## src/rtl/mem_bus_arbiter.sv

```systemverilog
// mem_bus_arbiter: arbitrates fetch and load/store requesters onto one memory port and decodes the LED MMIO word.
module mem_bus_arbiter #(
  parameter int          RAM_ADDR_BITS = 14,
  parameter logic [31:0] MMIO_BASE     = 32'h0000_4000,
  parameter int          STARVE_MAX    = 4,
  parameter int          TIMEOUT_CYC   = 64
) (
  input  logic        clk,
  input  logic        rst,
  input  logic        if_req,
  input  logic [31:0] if_addr,
  output logic        if_ack,
  output logic [31:0] if_rdata,
  input  logic        d_req,
  input  logic        d_we,
  input  logic [2:0]  d_type,
  input  logic [31:0] d_addr,
  input  logic [31:0] d_wdata,
  output logic        d_ack,
  output logic [31:0] d_rdata,
  output logic        bus_err,
  output logic        mem_load,
  output logic        mem_store,
  output logic [2:0]  mem_type,
  output logic [31:0] mem_addr,
  output logic [31:0] mem_data,
  input  logic [31:0] mem_out,
  input  logic        mem_stall,
  output logic [31:0] led_word
);
  localparam int SW = $clog2(STARVE_MAX + 1);
  localparam logic [SW-1:0] SMAX = SW'(STARVE_MAX);
`ifdef ARB_TIMEOUT_EN
  localparam int TW = $clog2(TIMEOUT_CYC);
  localparam logic [TW-1:0] TMAX = TW'(TIMEOUT_CYC - 1);
  logic [TW-1:0] tcnt;
`endif
  typedef enum logic [2:0] {IDLE, ISSUE, WAIT, MMIO, REJECT, ACK} state_t;
  state_t state;
  logic [SW-1:0] starve_cnt;
  logic          owner_d, we;
  logic [31:0]   w_q;
  logic          grant_f, grant_d, is_ram, is_mmio;
  logic [31:0]   win_addr;
  always_comb begin
    grant_f  = state == IDLE && if_req && (!d_req || starve_cnt == SMAX);
    grant_d  = state == IDLE && d_req && !grant_f;
    win_addr = grant_d ? d_addr : if_addr;
    is_ram   = win_addr[31:RAM_ADDR_BITS] == '0;
    is_mmio  = grant_d && win_addr == MMIO_BASE;
  end
  always_ff @(posedge clk or negedge rst) begin
    if (!rst) begin
      state      <= IDLE;
      starve_cnt <= '0;
      owner_d    <= 1'b0;
      we         <= 1'b0;
      w_q        <= '0;
      if_ack     <= 1'b0;
      d_ack      <= 1'b0;
      bus_err    <= 1'b0;
      if_rdata   <= '0;
      d_rdata    <= '0;
      mem_load   <= 1'b0;
      mem_store  <= 1'b0;
      mem_type   <= '0;
      mem_addr   <= '0;
      mem_data   <= '0;
      led_word   <= '0;
`ifdef ARB_TIMEOUT_EN
      tcnt       <= '0;
`endif
    end else begin
      starve_cnt <= (!if_req || grant_f) ? '0 : grant_d ? starve_cnt + 1'b1 : starve_cnt;
      case (state)
        IDLE: if (grant_f || grant_d) begin
          owner_d <= grant_d;
          we      <= grant_d && d_we;
          w_q     <= d_wdata;
          if (is_ram) begin
            state     <= ISSUE;
            mem_addr  <= win_addr;
            mem_type  <= grant_d ? d_type : 3'b010;
            mem_data  <= grant_d ? d_wdata : mem_data;
            mem_load  <= !(grant_d && d_we);
            mem_store <= grant_d && d_we;
`ifdef ARB_TIMEOUT_EN
            tcnt      <= '0;
`endif
          end else begin
            state <= is_mmio ? MMIO : REJECT;
          end
        end
        ISSUE: state <= WAIT;
        WAIT: if (!mem_stall) begin
          if (owner_d && !we) d_rdata <= mem_out;
          if (!owner_d) if_rdata <= mem_out;
          mem_load  <= 1'b0;
          mem_store <= 1'b0;
          if_ack    <= !owner_d;
          d_ack     <= owner_d;
          state     <= ACK;
        end
`ifdef ARB_TIMEOUT_EN
        else if (tcnt == TMAX) begin
          if (owner_d && !we) d_rdata <= '0;
          if (!owner_d) if_rdata <= '0;
          mem_load  <= 1'b0;
          mem_store <= 1'b0;
          if_ack    <= !owner_d;
          d_ack     <= owner_d;
          bus_err   <= 1'b1;
          state     <= ACK;
        end else begin
          tcnt <= tcnt + 1'b1;
        end
`endif
        MMIO: begin
          if (we) led_word <= w_q;
          else d_rdata <= led_word;
          d_ack <= 1'b1;
          state <= ACK;
        end
        REJECT: begin
          if (owner_d && !we) d_rdata <= '0;
          if (!owner_d) if_rdata <= '0;
          if_ack  <= !owner_d;
          d_ack   <= owner_d;
          bus_err <= 1'b1;
          state   <= ACK;
        end
        default: begin
          if_ack  <= 1'b0;
          d_ack   <= 1'b0;
          bus_err <= 1'b0;
          state   <= IDLE;
        end
      endcase
    end
  end
endmodule

```

## config.mk

```make
export PLATFORM = sky130hd
export DESIGN_NAME = mem_bus_arbiter
export DESIGN_NICKNAME = d
export VERILOG_FILES = /design/src/rtl/mem_bus_arbiter.sv
export SDC_FILE = /design/constraint.sdc
export NUM_CORES = 1
export LEC_CHECK = 0
export CAP_MARGIN = 20
export CORE_ASPECT_RATIO = 1.75
export CORE_MARGIN = 2
export CORE_UTILIZATION = 39
export CTS_BUF_LIST = sky130_fd_sc_hd__clkbuf_8
export CTS_CLUSTER_SIZE = 12
export DETAILED_ROUTE_END_ITERATION = 10
export GPL_ROUTABILITY_DRIVEN = 0
export PLACE_DENSITY = 0.71
export SLEW_MARGIN = 0
export SYNTH_ARGS = -nofsm -noshare
export SYNTH_HDL_FRONTEND = slang
export SYNTH_SLANG_ARGS = --single-unit
```

## constraint.sdc

```tcl
create_clock -name clk -period 2.75 [get_ports clk]
set_clock_uncertainty 0.2 [all_clocks]
set_input_delay 0.55 -clock clk [delete_from_list [all_inputs] [get_ports clk]]
set_output_delay 0.55 -clock clk [all_outputs]
set_load 0.01 [all_outputs]
```

==> results of run 1 <==
cell families (layout without fill, tap and decap cells):
family	count (synthesis)	in the layout	synth area share [%]
compound gates	93	93	6.620
fa+ha+maj	2	2	0.2935
buf+inv	56	393	2.627
flops	208	208	61.06
mux	82	82	10.77
other cells	0	2	0
simple gates	371	371	18.63
routing by layer:
layer / wire [µm] / part of all wire (%) / vias up
li1: - / - / 3371
met1: 9367 / 37 / 3323
met2: 12970 / 52 / 262
met3: 1891 / 7.5 / 52
met4: 837 / 3.3 / 0
met5: 0 / 0 / -
area by class of cell:
cell class | count | share of cell area (%)
tap | 292 | 2.843
clock buffer | 36 | 3.856
inverter | 5 | 0.1461
multi-input combinational | 548 | 24.45
antenna | 2 | 0.03895
timing repair buffer | 333 | 26.31
sequential | 208 | 40.51
clock inverter | 19 | 1.850
flip-flops by register name (all words and copies together) (netlist names):
name / count
owner_d: 1
we: 1
state: 3
mem_store: 1
d_ack: 1
starve_cnt: 3
bus_err: 1
mem_load: 1
led_word: 32
d_rdata: 32
if_ack: 1
mem_addr: 32
w_q: 32
mem_data: 32
mem_type: 3
if_rdata: 32
cells in the final DEF, fill, tap and decap left out, types with 2 or more instances in the layout:
master,netlist,final
nor3b_1,2,2
a22o_1,2,2
a21oi_1,3,2
a21boi_0,3,3
o21ai_0,40,40
nor2_1,40,39
nand2_1,245,243
o21ai_4,1,3
nand2_2,0,2
nor4_1,11,11
inv_1,5,14
clkinv_2,0,3
diode_2,0,2
mux2_1,8,8
nand3_1,36,36
buf_12,0,9
clkbuf_8,0,36
and2_1,20,20
dfrtp_1,208,208
nand4_1,3,3
bufinv_16,0,6
nor3_1,2,2
nor2b_1,5,5
a31oi_1,33,33
clkdlybuf4s50_1,0,303
mux2i_1,4,4
nor3_2,2,2
buf_4,0,19
ha_1,2,2
mux2_2,70,70
worst max-delay path, stage by stage (launching register included):
cell and delay [ps]:
dfrtp_1 390, inv_1 60, ha_1 210, nand3_1 160, nand3_1 170, nor4_4 380
buf_12 270, mux2_2 360
metrics by stage:
step	setup WS, ps	std cells	utilization [%]	setup TNS [ps]	hold slack [ps]
4_1_cts	376.7	1441	59.75	0	273.8
3_5_place_dp	-103.4	1385	56.29	-3340	258.7
6_report	392.9	1443	59.77	0	269.5
5_1_grt	299.7	1443	59.77	0	294.2
3_3_place_gp	-72.44	1385	56.29	-2200	254.7
2_1_floorplan	375.5	812	-	0	54.41
where the power goes:
part	total (W)	internal, W	switching (W)
clock network	0.00296	0.00175	0.00121
logic	0.00469	0.00232	0.00237
registers	0.00466	0.00403	0.000638
total	0.0123	0.00810	0.00422
how the worst max path moves through the flow:
stage	startpoint	to	slack, ps	depth (start not counted)
after floorplan	d_addr[28]	mem_data[10]	380	5
after global placement	d_addr[28]	mem_data[19]	-70	6
after detailed placement	d_addr[28]	mem_data[31]	-100	6
after CTS	led_word[30]	led_word[30]	380	1
after global routing	starve_cnt[0]	mem_data[13]	300	7
final	starve_cnt[0]	mem_data[14]	390	7
==> impl_results.md, run 1 <==
- Status: complete, no violations
- Worst hold stages: 2
- Worst IR Drop VDD: 374.1 µV
- Routed len/inst: 17.37 µm
- Mapped Cells: 812
- Met3 Use GR: 5.096%
- Busiest layer in global routing: met2
- Die X: 115.8 µm
- Dpl cell area: 12100 µm²
- Endpoints failing hold: 0
- Total power: 0.01232 W
- Largest cells by area after synthesis: dfrtp_1 61%, nand2_1 11%, mux2_2 9.2%
- Gr ovfl total: 0
- Worst-path clk slew: 70 ps
- Relative slew slack: 60.63%
- Initial Util: 39.65%
- Area grow syn2layout: 50.74%
- Insertion delay to the later sink of the worst-skew pair: 560 ps
- Arr. time, crit path: 2590 ps
- Cell Pwr Density: 958.7 nW/µm²
- Initial antenna violation count: 2
- Hold-fix buffers at CTS: 1
- Worst-Margin Slew: 590.6 ps
- Crit-path max FO: 35
- Post-CTS Setup Bufs: 0
- Die area: 23100 µm²
- Longest Clk Path Bufs: 3
- # IOs: 305
- Synth Net Count: 951
- Max_cap viols: 0
- Vias/cell: 4.857
- Clk root buf: clkbuf_8
- Top cells by count, synth: 245 x nand2_1, 208 x dfrtp_1, 70 x mux2_2, 40 x nor2_1, 40 x o21ai_0
- Share of layout cells above drive strength 1: 13.58%
- Final non-filler cell area: 12850 µm²
- R2R Setup Slk: 390 ps
- Most frequent cell after synthesis: nand2_1
- Grt met1 use: 24.83%
- TritonCTS Buffers: 31
- Warnings, synthesis: 0
- Post-synth cell types: 41
- Post-synth top area share: 61.06%
- First-pass GRT wire length: 39430 µm
- Dpl hpwl: 18430 µm
- Critical Path Source Type: register
- Ys async rst share: 100.0%
- Setup violations, final: 0
- Total core area: 21500 µm²
- Synth Register Bits: 208
- Global Route met2 Usage: 38.83%
- Tcrit/Tclk final: 85.71%
- # fillers: 1844
- Vias in the first global route: 7419
- Post-synth top flop: dfrtp_1
- Resized cells post-CTS: 0
- Post-synth EDFFs: 0
- Reg2Reg Launch Point: starve_cnt[0]
- Nets: 1266
- Max Slew Vio Count: 0
- Multi-input logic area: 3142 µm²
- DR iter-0 viols: 332
- Hold Path Class: register to register
- Largest net degree at the start of global routing: 73
- Sequential Area: 5205 µm²
- Worst R2R End: mem_data[14]
- Post-Syn Area per Cell: 10.50 µm²
- Synthesized area: 8524 µm²
- DR DRC count: 0
- Worst Setup End Kind: register
- Pleak: 5.924 nW
- CP required: 2980 ps
- Port Buf Inserts: 304
- Hold EP: w_q[22]
- CTS tree: done
- Die H: 199.6 µm
- Routed Wire Length: 25070 µm
- Period minus WS final: 2357 ps
- FMAX: 0.4243 GHz
- Vias post-DR: 7008
- First-pass DRT Iterations: 4
- Register area share after synthesis: 61.06%
- H-Tree Depth: 1
- Min-delay src: w_q[22]
- Yosys top cell by area: dfrtp_1
- WS Path Type: register to register
- Tot GR Track Use: 21.77%
- RSZ-0062 raised after global routing: no
- Rows: 71
- Antenna Nets Post-Route: 0
- CTS sink cnt: 208
- Cells on worst reg2reg path: 7
No activity file was read; power rests on OpenSTA's default activity.
==> run 2: changes to the inputs <==
--- a/config.mk
+++ b/config.mk
@@ -13,7 +13,7 @@
 export CTS_CLUSTER_SIZE = 12
 export DETAILED_ROUTE_END_ITERATION = 10
 export GPL_ROUTABILITY_DRIVEN = 0
-export PLACE_DENSITY = 0.71
+export PLACE_DENSITY_LB_ADDON = 0.2
 export SLEW_MARGIN = 0
 export SYNTH_ARGS = -nofsm -noshare
 export SYNTH_HDL_FRONTEND = slang
==> impl_results.md, run 2 (synthesis results as in run 1) <==
- Initial antenna violation count: 1 (-1)
- Area grow syn2layout: 50.11%
- Endpoints failing hold: 0 (unchanged)
- Worst Setup End Kind: register
- Tot GR Track Use: 21.81% (+0.045 points)
- First-pass GRT wire length: 39120 µm (-0.79%)
- CP max stage cell: o21ai_4
- Most frequent cells in the layout: 303 x clkdlybuf4s50_1, 243 x nand2_1, 208 x dfrtp_1, 70 x mux2_2, 41 x clkbuf_8
- TritonCTS Buffers: 31 (unchanged)
- H-Tree Depth: 1 (unchanged)
- Cell Pwr Density: 925.6 nW/µm² (-3.5%)
- RSZ-0062 raised after global routing: no
- Resized cells post-CTS: 0 (unchanged)
- Tcrit/Tclk final: 88.06% (+2.4 points)
- Worst-path clk slew: 70 ps (about the same)
- Largest delay share family, worst path: buffers and inverters
- Antenna Nets Post-Route: 0 (unchanged)
- WS Path Type: register to register
- Status: complete, no violations
- Longest Clk Path Bufs: 3 (unchanged)
- Worst-Margin Slew: 615.5 ps (+24.95 ps)
- Vias post-DR: 6984 (-0.34%)
- Share of layout cells above drive strength 1: 14.34% (+0.76 points)
- Max Slew Vio Count: 0 (unchanged)
- Routed len/inst: 17.28 µm (-0.51%)
- Critical Path Source Type: register
- Initial Util: 39.65% (unchanged)
- Relative slew slack: 58.81% (-1.8 points)
- Dpl cell area: 12150 µm² (+0.40%)
- Die H: 199.6 µm (unchanged)
- Pleak: 5.910 nW (-0.23%)
- Dpl hpwl: 18290 µm (-0.76%)
- Commonest non-fill, non-tap cell in the layout: clkdlybuf4s50_1
- CP required: 3050 ps (+70 ps)
- Hold Path Class: register to register
- Period minus WS final: 2422 ps (+64.65 ps)
- Arr. time, crit path: 2720 ps (+130 ps)
- Max_cap viols: 0 (unchanged)
- Gr ovfl total: 0 (unchanged)
- Port Buf Inserts: 304 (unchanged)
- # IOs: 305 (unchanged)
- Clk root buf: clkbuf_8
- WP buf/inv: 3 (+1)
- Vias/cell: 4.810 (-0.96%)
- Insertion delay to the later sink of the worst-skew pair: 570 ps (about the same)
- Post-CTS Setup Bufs: 0 (unchanged)
- First-pass DRT Iterations: 4 (unchanged)
- Routed Wire Length: 25090 µm (+0.11%)
- Largest net degree at the start of global routing: 67 (-8.2%)
- Worst-path cell chain: inv_1, ha_1, nand3_1, nand3_1, nor4_4, buf_4, o21ai_4, buf_4, mux2i_1
- Nets: 1274 (+0.63%)
- Die X: 115.8 µm (unchanged)
- CTS sink cnt: 208 (unchanged)
- FMAX: 0.4129 GHz (-2.7%)
- DR iter-0 viols: 289 (-13%)
- Crit-path max cell delay: 490 ps (+100 ps)
- Final non-filler cell area: 12800 µm² (-0.42%)
- Die area: 23100 µm² (unchanged)
- Worst IR Drop VDD: 422.9 µV (+13%)
- Setup violations, final: 0 (unchanged)
- Crit-path max FO: 19 (-46%)
- DR DRC count: 0 (unchanged)
- Hold-fix buffers at CTS: 1 (unchanged)
- Vias in the first global route: 7337 (-1.1%)
- Total core area: 21500 µm² (unchanged)
- Rows: 71 (unchanged)
- Final core occ: 59.52% (-0.25 points)
- CTS tree: done
## run 2: area by class of cell
type | instances | area (µm²)
sequential | 208 | 5205
tap | 292 | 365.4
multi-input combinational | 548 | 3143
timing repair buffer | 341 | 3428
fill | 1929 | 8702
inverter | 5 | 18.77
clock inverter | 15 | 66.31
clock buffer | 41 | 564.3
antenna | 2 | 5.005
## run 2: tightest hold or removal path: stages (launching register included)
cell and delay (ps):
dfrtp_1 340, nand2_1 50, nand2_1 50
## run 2: stage by stage
| stage | hold WS, ps | std cells | setup WS [ps] | TNS, ps | total power, W |
|---|---|---|---|---|---|
| 2_1_floorplan | 54.41 | 812 | 375.5 | 0 | 0.006886 |
| 3_3_place_gp | 253.8 | 1393 | -171.8 | -7602 | 0.009347 |
| 3_5_place_dp | 258.6 | 1393 | -174.3 | -7468 | 0.009463 |
| 4_1_cts | 274.9 | 1450 | 276.3 | 0 | 0.01202 |
| 5_1_grt | 293.1 | 1451 | 147.0 | 0 | 0.01270 |
| 6_report | 268.7 | 1452 | 328.3 | 0 | 0.01184 |
## run 2: worst paths after layout
kind,slack (ps),start,depth (start not counted),end
min in group asynchronous,340,rst,2,w_q[7]
max in group asynchronous,1300,rst,3,mem_data[19]
max,330,starve_cnt[0],9,mem_type[0]
max reg2reg,330,starve_cnt[0],9,mem_type[0]
min,270,w_q[8],2,w_q[8]
min reg2reg,270,w_q[8],2,w_q[8]
## run 2: where the power goes
group	total (W)	leakage (nW)	switching [W]	internal, W
registers	0.00458	2.69	0.000555	0.00403
logic	0.00474	2.86	0.00242	0.00232
clock network	0.00252	0.362	0.00120	0.00133
## run 2: routing by layer
layer / track usage [%] / up-vias / part of all wire (%)
li1: - / 3378 / -
met2: 40.18 / 262 / 53
met5: 0 / - / 0
met3: 5.460 / 45 / 7.3
met4: 6.658 / 0 / 2.7
met1: 24.39 / 3299 / 37
